$ cat config.mk
export PLATFORM = sky130hd
export DESIGN_NAME = uart_prog_loader
export DESIGN_NICKNAME = d
export VERILOG_FILES = /design/src/rtl/uart_prog_loader_pkg.sv /design/src/rtl/uart_prog_loader_byte_rx.sv /design/src/rtl/uart_prog_loader.sv
export SDC_FILE = /design/constraint.sdc
export NUM_CORES = 1
export LEC_CHECK = 0
export BUFFER_PORTS_ARGS = -buffer_cell sky130_fd_sc_hd__buf_2
export CORE_MARGIN = 8
export CORE_UTILIZATION = 55
export DETAILED_ROUTE_END_ITERATION = 10
export MAX_ROUTING_LAYER = met4
export PLACE_DENSITY = 0.77
export SYNTH_ARGS = -nofsm -noshare
export SYNTH_HDL_FRONTEND = slang
export SYNTH_SLANG_ARGS = --single-unit
$ cat constraint.sdc
create_clock -name clk -period 4.9 [get_ports clk]
set_clock_uncertainty 0.1 [all_clocks]
set_input_delay 1.225 -clock clk [delete_from_list [all_inputs] [get_ports clk]]
set_output_delay 1.225 -clock clk [all_outputs]
set_load 0.02 [all_outputs]
$ cat src/rtl/uart_prog_loader_pkg.sv
// Constants and state encodings shared by the UART program loader and its RX front end.
package uart_prog_loader_pkg;

  localparam int CPU_WIDTH = 32;

  localparam logic [7:0] LDR_HDR     = 8'hA5;
  localparam logic [7:0] LDR_ACK_OK  = 8'h5A;
  localparam logic [7:0] LDR_ACK_ERR = 8'hEE;

  typedef enum logic [2:0] {
    PK_IDLE  = 3'd0,
    PK_ADDR  = 3'd1,
    PK_DATA  = 3'd2,
    PK_CSUM  = 3'd3,
    PK_WRITE = 3'd4,
    PK_ACK   = 3'd5
  } pkt_state_t;

  typedef enum logic [1:0] {
    RX_IDLE,
    RX_START,
    RX_DATA,
    RX_STOP
  } rx_state_t;

  typedef enum logic {
    TX_IDLE,
    TX_BUSY
  } tx_state_t;

  function automatic int ldr_bit_cyc(input int clk_hz, input int baud);
    return clk_hz / baud;
  endfunction

endpackage

$ cat src/rtl/uart_prog_loader_byte_rx.sv
// 8N1 byte receiver: 2-FF sync, start re-check at half bit, centre sampling, single stop sample.
module uart_byte_rx
  import uart_prog_loader_pkg::*;
#(
  parameter int BIT_CYC = 434
) (
  input  logic       clk,
  input  logic       rst_n,
  input  logic       i_rx,
  output logic       o_byte_vld,
  output logic [7:0] o_byte,
  output logic       o_frm_err
);

  localparam int CW = $clog2(BIT_CYC + 1);
  localparam logic [CW-1:0] HALF_END = CW'(BIT_CYC / 2 - 1);
  localparam logic [CW-1:0] FULL_END = CW'(BIT_CYC - 1);

  rx_state_t     r_state;
  rx_state_t     w_state_nxt;
  logic [1:0]    r_sync;
  logic          r_rx_d;
  logic [CW-1:0] r_cnt;
  logic [2:0]    r_bit;
  logic [7:0]    r_sh;
  logic          r_vld;
  logic [7:0]    r_byte;
  logic          r_err;
  logic          w_rx;
  logic          w_fall;
  logic          w_half;
  logic          w_full;

  assign w_rx   = r_sync[1];
  assign w_fall = r_rx_d & ~w_rx;
  assign w_half = (r_cnt == HALF_END);
  assign w_full = (r_cnt == FULL_END);

  always_comb begin
    w_state_nxt = r_state;
    case (r_state)
      RX_IDLE:  if (w_fall) w_state_nxt = RX_START;
      RX_START: if (w_half) w_state_nxt = w_rx ? RX_IDLE : RX_DATA;
      RX_DATA:  if (w_full && r_bit == 3'd7) w_state_nxt = RX_STOP;
      RX_STOP:  if (w_full) w_state_nxt = RX_IDLE;
      default:  w_state_nxt = RX_IDLE;
    endcase
  end

  always_ff @(posedge clk or negedge rst_n) begin
    if (!rst_n) begin
      r_state <= RX_IDLE;
      r_sync  <= 2'b11;
      r_rx_d  <= 1'b1;
      r_cnt   <= '0;
      r_bit   <= '0;
      r_sh    <= '0;
      r_vld   <= 1'b0;
      r_byte  <= '0;
      r_err   <= 1'b0;
    end else begin
      r_sync  <= {r_sync[0], i_rx};
      r_rx_d  <= w_rx;
      r_state <= w_state_nxt;
      r_vld   <= 1'b0;
      r_err   <= 1'b0;
      case (r_state)
        RX_IDLE: begin
          r_cnt <= '0;
          r_bit <= '0;
        end
        RX_START: r_cnt <= w_half ? '0 : r_cnt + 1'b1;
        RX_DATA: begin
          if (w_full) begin
            r_cnt <= '0;
            r_bit <= r_bit + 1'b1;
            r_sh  <= {w_rx, r_sh[7:1]};
          end else begin
            r_cnt <= r_cnt + 1'b1;
          end
        end
        RX_STOP: begin
          if (w_full) begin
            r_cnt <= '0;
            // A low stop bit drops the byte and flags a framing error instead.
            if (w_rx) begin
              r_vld  <= 1'b1;
              r_byte <= r_sh;
            end else begin
              r_err  <= 1'b1;
            end
          end else begin
            r_cnt <= r_cnt + 1'b1;
          end
        end
        default: r_cnt <= '0;
      endcase
    end
  end

  assign o_byte_vld = r_vld;
  assign o_byte     = r_byte;
  assign o_frm_err  = r_err;

endmodule

$ cat src/rtl/uart_prog_loader.sv
// UART program-download bus master: receives HDR/ADDR/DATA/CS packets, issues one word write, ACKs on TX.
module uart_prog_loader
  import uart_prog_loader_pkg::*;
#(
  parameter int         CLK_HZ      = 50_000_000,
  parameter int         BAUD        = 115200,
  parameter int         TIMEOUT_CYC = 20 * (CLK_HZ / BAUD),
  parameter logic [7:0] HDR_BYTE    = LDR_HDR,
  parameter logic [7:0] ACK_OK      = LDR_ACK_OK,
  parameter logic [7:0] ACK_ERR     = LDR_ACK_ERR
) (
  input  logic                 clk,
  input  logic                 rst_n,
  input  logic                 debug_en_i,
  input  logic                 rx_pin,
  output logic                 tx_pin,
  output logic                 req_o,
  output logic                 mem_we_o,
  output logic [CPU_WIDTH-1:0] mem_addr_o,
  output logic [CPU_WIDTH-1:0] mem_wdata_o,
  input  logic [CPU_WIDTH-1:0] mem_rdata_i,
  output logic                 halt_o
);

  localparam int BIT_CYC = ldr_bit_cyc(CLK_HZ, BAUD);
  localparam int TCW     = $clog2(BIT_CYC + 1);
  localparam int GW      = $clog2(TIMEOUT_CYC + 2);
  localparam logic [TCW-1:0] BIT_END = TCW'(BIT_CYC - 1);
  localparam logic [GW-1:0]  GAP_MAX = GW'(TIMEOUT_CYC);

  logic       w_bvld;
  logic [7:0] w_byte;
  logic       w_frm_err;
  logic       w_unused_rdata;

  assign w_unused_rdata = ^mem_rdata_i;

  uart_byte_rx #(.BIT_CYC(BIT_CYC)) u_rx (
    .clk        (clk),
    .rst_n      (rst_n),
    .i_rx       (rx_pin),
    .o_byte_vld (w_bvld),
    .o_byte     (w_byte),
    .o_frm_err  (w_frm_err)
  );

  // ---------------- packet FSM ----------------
  pkt_state_t           r_pk;
  pkt_state_t           w_pk_nxt;
  logic [1:0]           r_idx;
  logic [CPU_WIDTH-1:0] r_addr;
  logic [CPU_WIDTH-1:0] r_data;
  logic [7:0]           r_cs;
  logic [GW-1:0]        r_gap;
  logic                 r_ack_ok;
  logic [CPU_WIDTH-1:0] r_mem_addr;
  logic [CPU_WIDTH-1:0] r_mem_wdata;
  logic                 r_halt;
  logic                 w_rx_state;
  logic                 w_tmo;
  logic                 w_go_write;
  logic                 w_ack_req;

  assign w_rx_state = (r_pk == PK_ADDR) || (r_pk == PK_DATA) || (r_pk == PK_CSUM);
  assign w_tmo      = (r_gap > GAP_MAX);

  always_comb begin
    w_pk_nxt = r_pk;
    case (r_pk)
      PK_IDLE: if (w_bvld && w_byte == HDR_BYTE) w_pk_nxt = PK_ADDR;
      PK_ADDR: begin
        if (w_frm_err || w_tmo)          w_pk_nxt = PK_IDLE;
        else if (w_bvld && r_idx == 2'd3) w_pk_nxt = PK_DATA;
      end
      PK_DATA: begin
        if (w_frm_err || w_tmo)          w_pk_nxt = PK_IDLE;
        else if (w_bvld && r_idx == 2'd3) w_pk_nxt = PK_CSUM;
      end
      PK_CSUM: begin
        if (w_frm_err || w_tmo) w_pk_nxt = PK_IDLE;
        else if (w_bvld) begin
          if (w_byte == r_cs && r_addr[1:0] == 2'b00) w_pk_nxt = PK_WRITE;
          else                                          w_pk_nxt = PK_ACK;
        end
      end
      PK_WRITE: w_pk_nxt = PK_ACK;
      PK_ACK:   w_pk_nxt = PK_IDLE;
      default:  w_pk_nxt = PK_IDLE;
    endcase
    // Disabling the loader aborts everything, including a write about to be issued.
    if (!debug_en_i) w_pk_nxt = PK_IDLE;
  end

  assign w_go_write = (r_pk == PK_CSUM) && (w_pk_nxt == PK_WRITE);
  assign w_ack_req  = (r_pk == PK_ACK);

  always_ff @(posedge clk or negedge rst_n) begin
    if (!rst_n) begin
      r_pk        <= PK_IDLE;
      r_idx       <= '0;
      r_addr      <= '0;
      r_data      <= '0;
      r_cs        <= '0;
      r_gap       <= '0;
      r_ack_ok    <= 1'b0;
      r_mem_addr  <= '0;
      r_mem_wdata <= '0;
      r_halt      <= 1'b0;
    end else begin
      r_pk   <= w_pk_nxt;
      r_halt <= debug_en_i;
      if (w_rx_state && !w_bvld) begin
        if (!w_tmo) r_gap <= r_gap + 1'b1;
      end else begin
        r_gap <= '0;
      end
      if (w_bvld) begin
        case (r_pk)
          PK_IDLE: begin
            r_idx <= '0;
            r_cs  <= '0;
          end
          PK_ADDR: begin
            r_addr <= {w_byte, r_addr[CPU_WIDTH-1:8]};
            r_cs   <= r_cs ^ w_byte;
            r_idx  <= r_idx + 1'b1;
          end
          PK_DATA: begin
            r_data <= {w_byte, r_data[CPU_WIDTH-1:8]};
            r_cs   <= r_cs ^ w_byte;
            r_idx  <= r_idx + 1'b1;
          end
          default: ;
        endcase
      end
      if (w_go_write) begin
        r_mem_addr  <= r_addr;
        r_mem_wdata <= r_data;
      end
      if (r_pk == PK_CSUM) r_ack_ok <= w_go_write;
    end
  end

  assign req_o       = (r_pk == PK_WRITE);
  assign mem_we_o    = (r_pk == PK_WRITE);
  assign mem_addr_o  = r_mem_addr;
  assign mem_wdata_o = r_mem_wdata;
  assign halt_o      = r_halt;

  // ---------------- TX shifter ----------------
  tx_state_t      r_tx_st;
  tx_state_t      w_tx_nxt;
  logic           r_tx_pin;
  logic [8:0]     r_tx_sh;
  logic [TCW-1:0] r_tx_cnt;
  logic [3:0]     r_tx_bits;
  logic [7:0]     r_pend;
  logic           r_pend_vld;
  logic [7:0]     w_ack_byte;
  logic [7:0]     w_tx_byte;
  logic           w_tx_done;
  logic           w_tx_load;

  assign w_ack_byte = r_ack_ok ? ACK_OK : ACK_ERR;
  assign w_tx_done  = (r_tx_st == TX_BUSY) && (r_tx_cnt == BIT_END) && (r_tx_bits == 4'd9);
  // A fresh ACK supersedes any pending byte; the byte on the wire is never disturbed.
  assign w_tx_load  = (w_ack_req && (r_tx_st == TX_IDLE || w_tx_done)) || (w_tx_done && r_pend_vld);
  assign w_tx_byte  = w_ack_req ? w_ack_byte : r_pend;

  always_comb begin
    w_tx_nxt = r_tx_st;
    case (r_tx_st)
      TX_IDLE: if (w_tx_load) w_tx_nxt = TX_BUSY;
      TX_BUSY: if (w_tx_done && !w_tx_load) w_tx_nxt = TX_IDLE;
      default: w_tx_nxt = TX_IDLE;
    endcase
  end

  always_ff @(posedge clk or negedge rst_n) begin
    if (!rst_n) begin
      r_tx_st    <= TX_IDLE;
      r_tx_pin   <= 1'b1;
      r_tx_sh    <= '1;
      r_tx_cnt   <= '0;
      r_tx_bits  <= '0;
      r_pend     <= '0;
      r_pend_vld <= 1'b0;
    end else begin
      r_tx_st <= w_tx_nxt;
      if (w_tx_load) begin
        r_tx_sh   <= {1'b1, w_tx_byte};
        r_tx_pin  <= 1'b0;
        r_tx_cnt  <= '0;
        r_tx_bits <= '0;
      end else if (r_tx_st == TX_BUSY) begin
        if (r_tx_cnt == BIT_END) begin
          r_tx_cnt  <= '0;
          r_tx_bits <= r_tx_bits + 1'b1;
          r_tx_pin  <= r_tx_sh[0];
          r_tx_sh   <= {1'b1, r_tx_sh[8:1]};
        end else begin
          r_tx_cnt <= r_tx_cnt + 1'b1;
        end
      end
      if (w_ack_req && r_tx_st == TX_BUSY && !w_tx_done) begin
        r_pend     <= w_ack_byte;
        r_pend_vld <= 1'b1;
      end else if (w_tx_load) begin
        r_pend_vld <= 1'b0;
      end
    end
  end

  assign tx_pin = r_tx_pin;

endmodule
==> flow_summary.ini <==
[status]
status = completed

[final_layout]
fin_util = 0.638
n_antenna_cell = 0
layout.cells.non_filler = 1009
drive_gt1_frac = 0.347
area_growth_pct = 13.2
final_nets = 824
n_fill_cell = 1189

[cts]
cts_tree = built
cts_sinks = 219
clk_latency_ns = 0.50
cts_made_buffers = 22
cts.repair.resized = 0
clk_pin_slew_ns = 0.06
htree_levels = 1
clockBufferDepth = 3
cts_root_buf = clkbuf_16
holdBufCountCts = 0
postCtsSetupBuffers = 0

[worst_setup_path]
start_kind = flip-flop
worstPathMaxFanout = 14
crit_arrival_ns = 3.51
worst_setup_path_end_kind = flip-flop
rr_worst_depth = 6
critPathKind = reg2reg
required_ns = 5.17

[floorplanning]
coreArea_mm2 = 0.0166
fp.dieW_um = 147
dieArea_mm2 = 0.0215
die_h_um = 147
core.rowCount = 47
io_pins = 104
initial_core_util = 0.564

[sta]
grt_setup_unrepaired = false
drv_slew = 0
tightest_slew_ns = 1.04
fin_ws_ns = 1.66
fmax_ghz = 0.309
period_share = 0.661
slew_headroom = 0.303
setup_viol = 0
finalHoldViolCount = 0
tns_ns = 0
period_needed_ns = 3.24

[synth]
synth_area_mm2 = 0.00938
synth_seq_cells = 219
synth-async-reset-ratio = 1.00
synth_area_per_cell_um2 = 13.4
synth_cells = 699
synth-edff-count = 0
synth_top_flop_cell = dfrtp_1
ys_warn_count = 0
yosysUniqueCellTypes = 64
synth_nets = 747
yosysSeqAreaShare = 0.586

[worst_hold_path]
min_path_type = reg2reg
holdPathStages = 0

[placed_design]
io_buffers = 71
place_ws_ns = 1.58
gp_congestion = 0.811
post-place-cells = 972
post-dp-hpwl_mm = 11.3

[power_and_ir_drop]
total_power_uw = 3490
peakVddDrop_mv = 0.320
p_per_area_mw_per_mm2 = 329
p_leak_uw = 0.00533

[global_route]
grt_overflow = 0
antenna_found_initial = 0
grt_pass1_vias = 5975
grt_pass1_wl_mm = 30.2
grt_max_degree = 103
track_usage = 0.171

[route]
dr.pass1.iters = 5
vias_per_cell = 5.56
routedWlPerCell_um = 17.4
ant_nets = 0
drc_errors = 0
dr.first_iter.drc_count = 262
finalWirelength_mm = 17.6
vias = 5612

[job]
drv_cap = 0
==> sequential cells by signal, summed over array words and instances, names as in the netlist, 4 cells and up, named ones only <==
register and count:
mem_addr_o 32, u_rx.r_cnt 9, r_tx_sh 8, r_addr 32
mem_wdata_o 32, r_tx_bits 4, r_tx_cnt 9, u_rx.o_byte 8
r_data 32, u_rx.r_sh 8, r_cs 8, r_gap 14
==> worst max-delay path, stage by stage (launching register included) <==
cell and delay [ns]:
dfrtp_1 0.48, nor2b_1 0.21, nor4_1 0.38, nand4_1 0.28, nor3_4 0.90, buf_4 0.39, mux2_2 0.37
==> final timing paths <==
path | startpoint | to | slack (ns)
setup / recovery | u_rx.o_byte[7] | mem_wdata_o[12] | 1.66
hold / removal | u_rx.r_sync[0] | u_rx.r_sync[1] | 0.26
setup reg to reg | u_rx.o_byte[7] | mem_wdata_o[12] | 1.66
hold reg to reg | u_rx.r_sync[0] | u_rx.r_sync[1] | 0.26
max in group asynchronous | rst_n | mem_wdata_o[1] | 3.10
min in group asynchronous | rst_n | r_tx_bits[1] | 0.57
==> layout make-up <==
cell class	count	area, um2	area share
Tap cell	220	275	0.0259
Clock inverter	5	50.0	0.00471
Multi-Input combinational cell	439	3650	0.344
Inverter	16	60.1	0.00565
Timing Repair Buffer	78	443	0.0417
Sequential cell	219	5500	0.517
Clock buffer	32	649	0.0611
==> layout by cell type, fill, tap and decap left out, types with 8 or more instances in the layout <==
cell type,instances
nor2_1,45
nand3_1,13
a21oi_1,12
xor2_1,25
nand2_1,39
clkbuf_16,23
dfstp_2,12
dfrtp_1,207
mux2_2,99
inv_1,16
ha_1,12
o21ai_0,34
buf_2,70
nand4_1,8
mux2_4,40
==> cells in the mapped netlist, drive strengths merged (2+ instances only) <==
| library cell | count | area share |
|---|---|---|
| and2 | 4 | 0.0027 |
| and3 | 6 | 0.0040 |
| and3b | 2 | 0.0019 |
| nor3b | 2 | 0.0028 |
| a22o | 6 | 0.0056 |
| dfstp | 12 | 0.034 |
| o211ai | 6 | 0.0048 |
| or4 | 5 | 0.0044 |
| xor2 | 25 | 0.023 |
| mux2i | 2 | 0.0021 |
| nor2b | 7 | 0.0047 |
| xnor2 | 4 | 0.0037 |
| a22oi | 6 | 0.0053 |
| buf | 9 | 0.013 |
| mux2 | 146 | 0.19 |
| ha | 12 | 0.016 |
| o41ai | 2 | 0.0019 |
| o21ai | 35 | 0.020 |
| o31ai | 2 | 0.0016 |
| nor4 | 3 | 0.0020 |
| nor2 | 48 | 0.019 |
| a31oi | 2 | 0.0013 |
| dfrtp | 207 | 0.55 |
| nand4 | 8 | 0.0053 |
| or3 | 7 | 0.0047 |
| nand2b | 6 | 0.0040 |
| nor3 | 5 | 0.0039 |
| a21oi | 12 | 0.0064 |
| inv | 16 | 0.0064 |
| nand3 | 13 | 0.0069 |
| nand3b | 5 | 0.0040 |
| clkbuf | 16 | 0.0064 |
| nand2 | 40 | 0.017 |
==> metrics by stage <==
stage	cell area [um2]	hold slack (ns)
floorplan	9380	0.245
global placement	9920	0.248
detailed placement	9920	0.247
CTS	10600	0.256
global route	10600	0.259
finish	10600	0.256
==> per-layer routing <==
metal,track usage,up-vias,part of all wire
li1,-,2630,-
met2,0.285,107,0.50
met3,0.0287,22,0.038
met5,-,-,0
met4,0.0428,0,0.014
met1,0.214,2853,0.44
==> where the power goes <==
group	total (uW)	switching [uW]	leakage [uW]	internal (uW)
sequential	1820	6.46	0.00301	1810
combinational	50.9	41.8	0.00197	9.09
clock	1620	657	0.000348	966
total	3490	705	0.00533	2790
==> kinds of logic (layout without fill, tap and decap cells) <==
family	Yosys count	count (layout)	share of synthesized area
xor+xnor	29	29	0.0271
mux	148	148	0.193
compound gates	81	81	0.0559
simple gates	169	169	0.0956
buf+inv	41	131	0.0263
fa+ha+maj	12	12	0.0160
flops	219	219	0.586
Power figures use the tool's default switching activity.
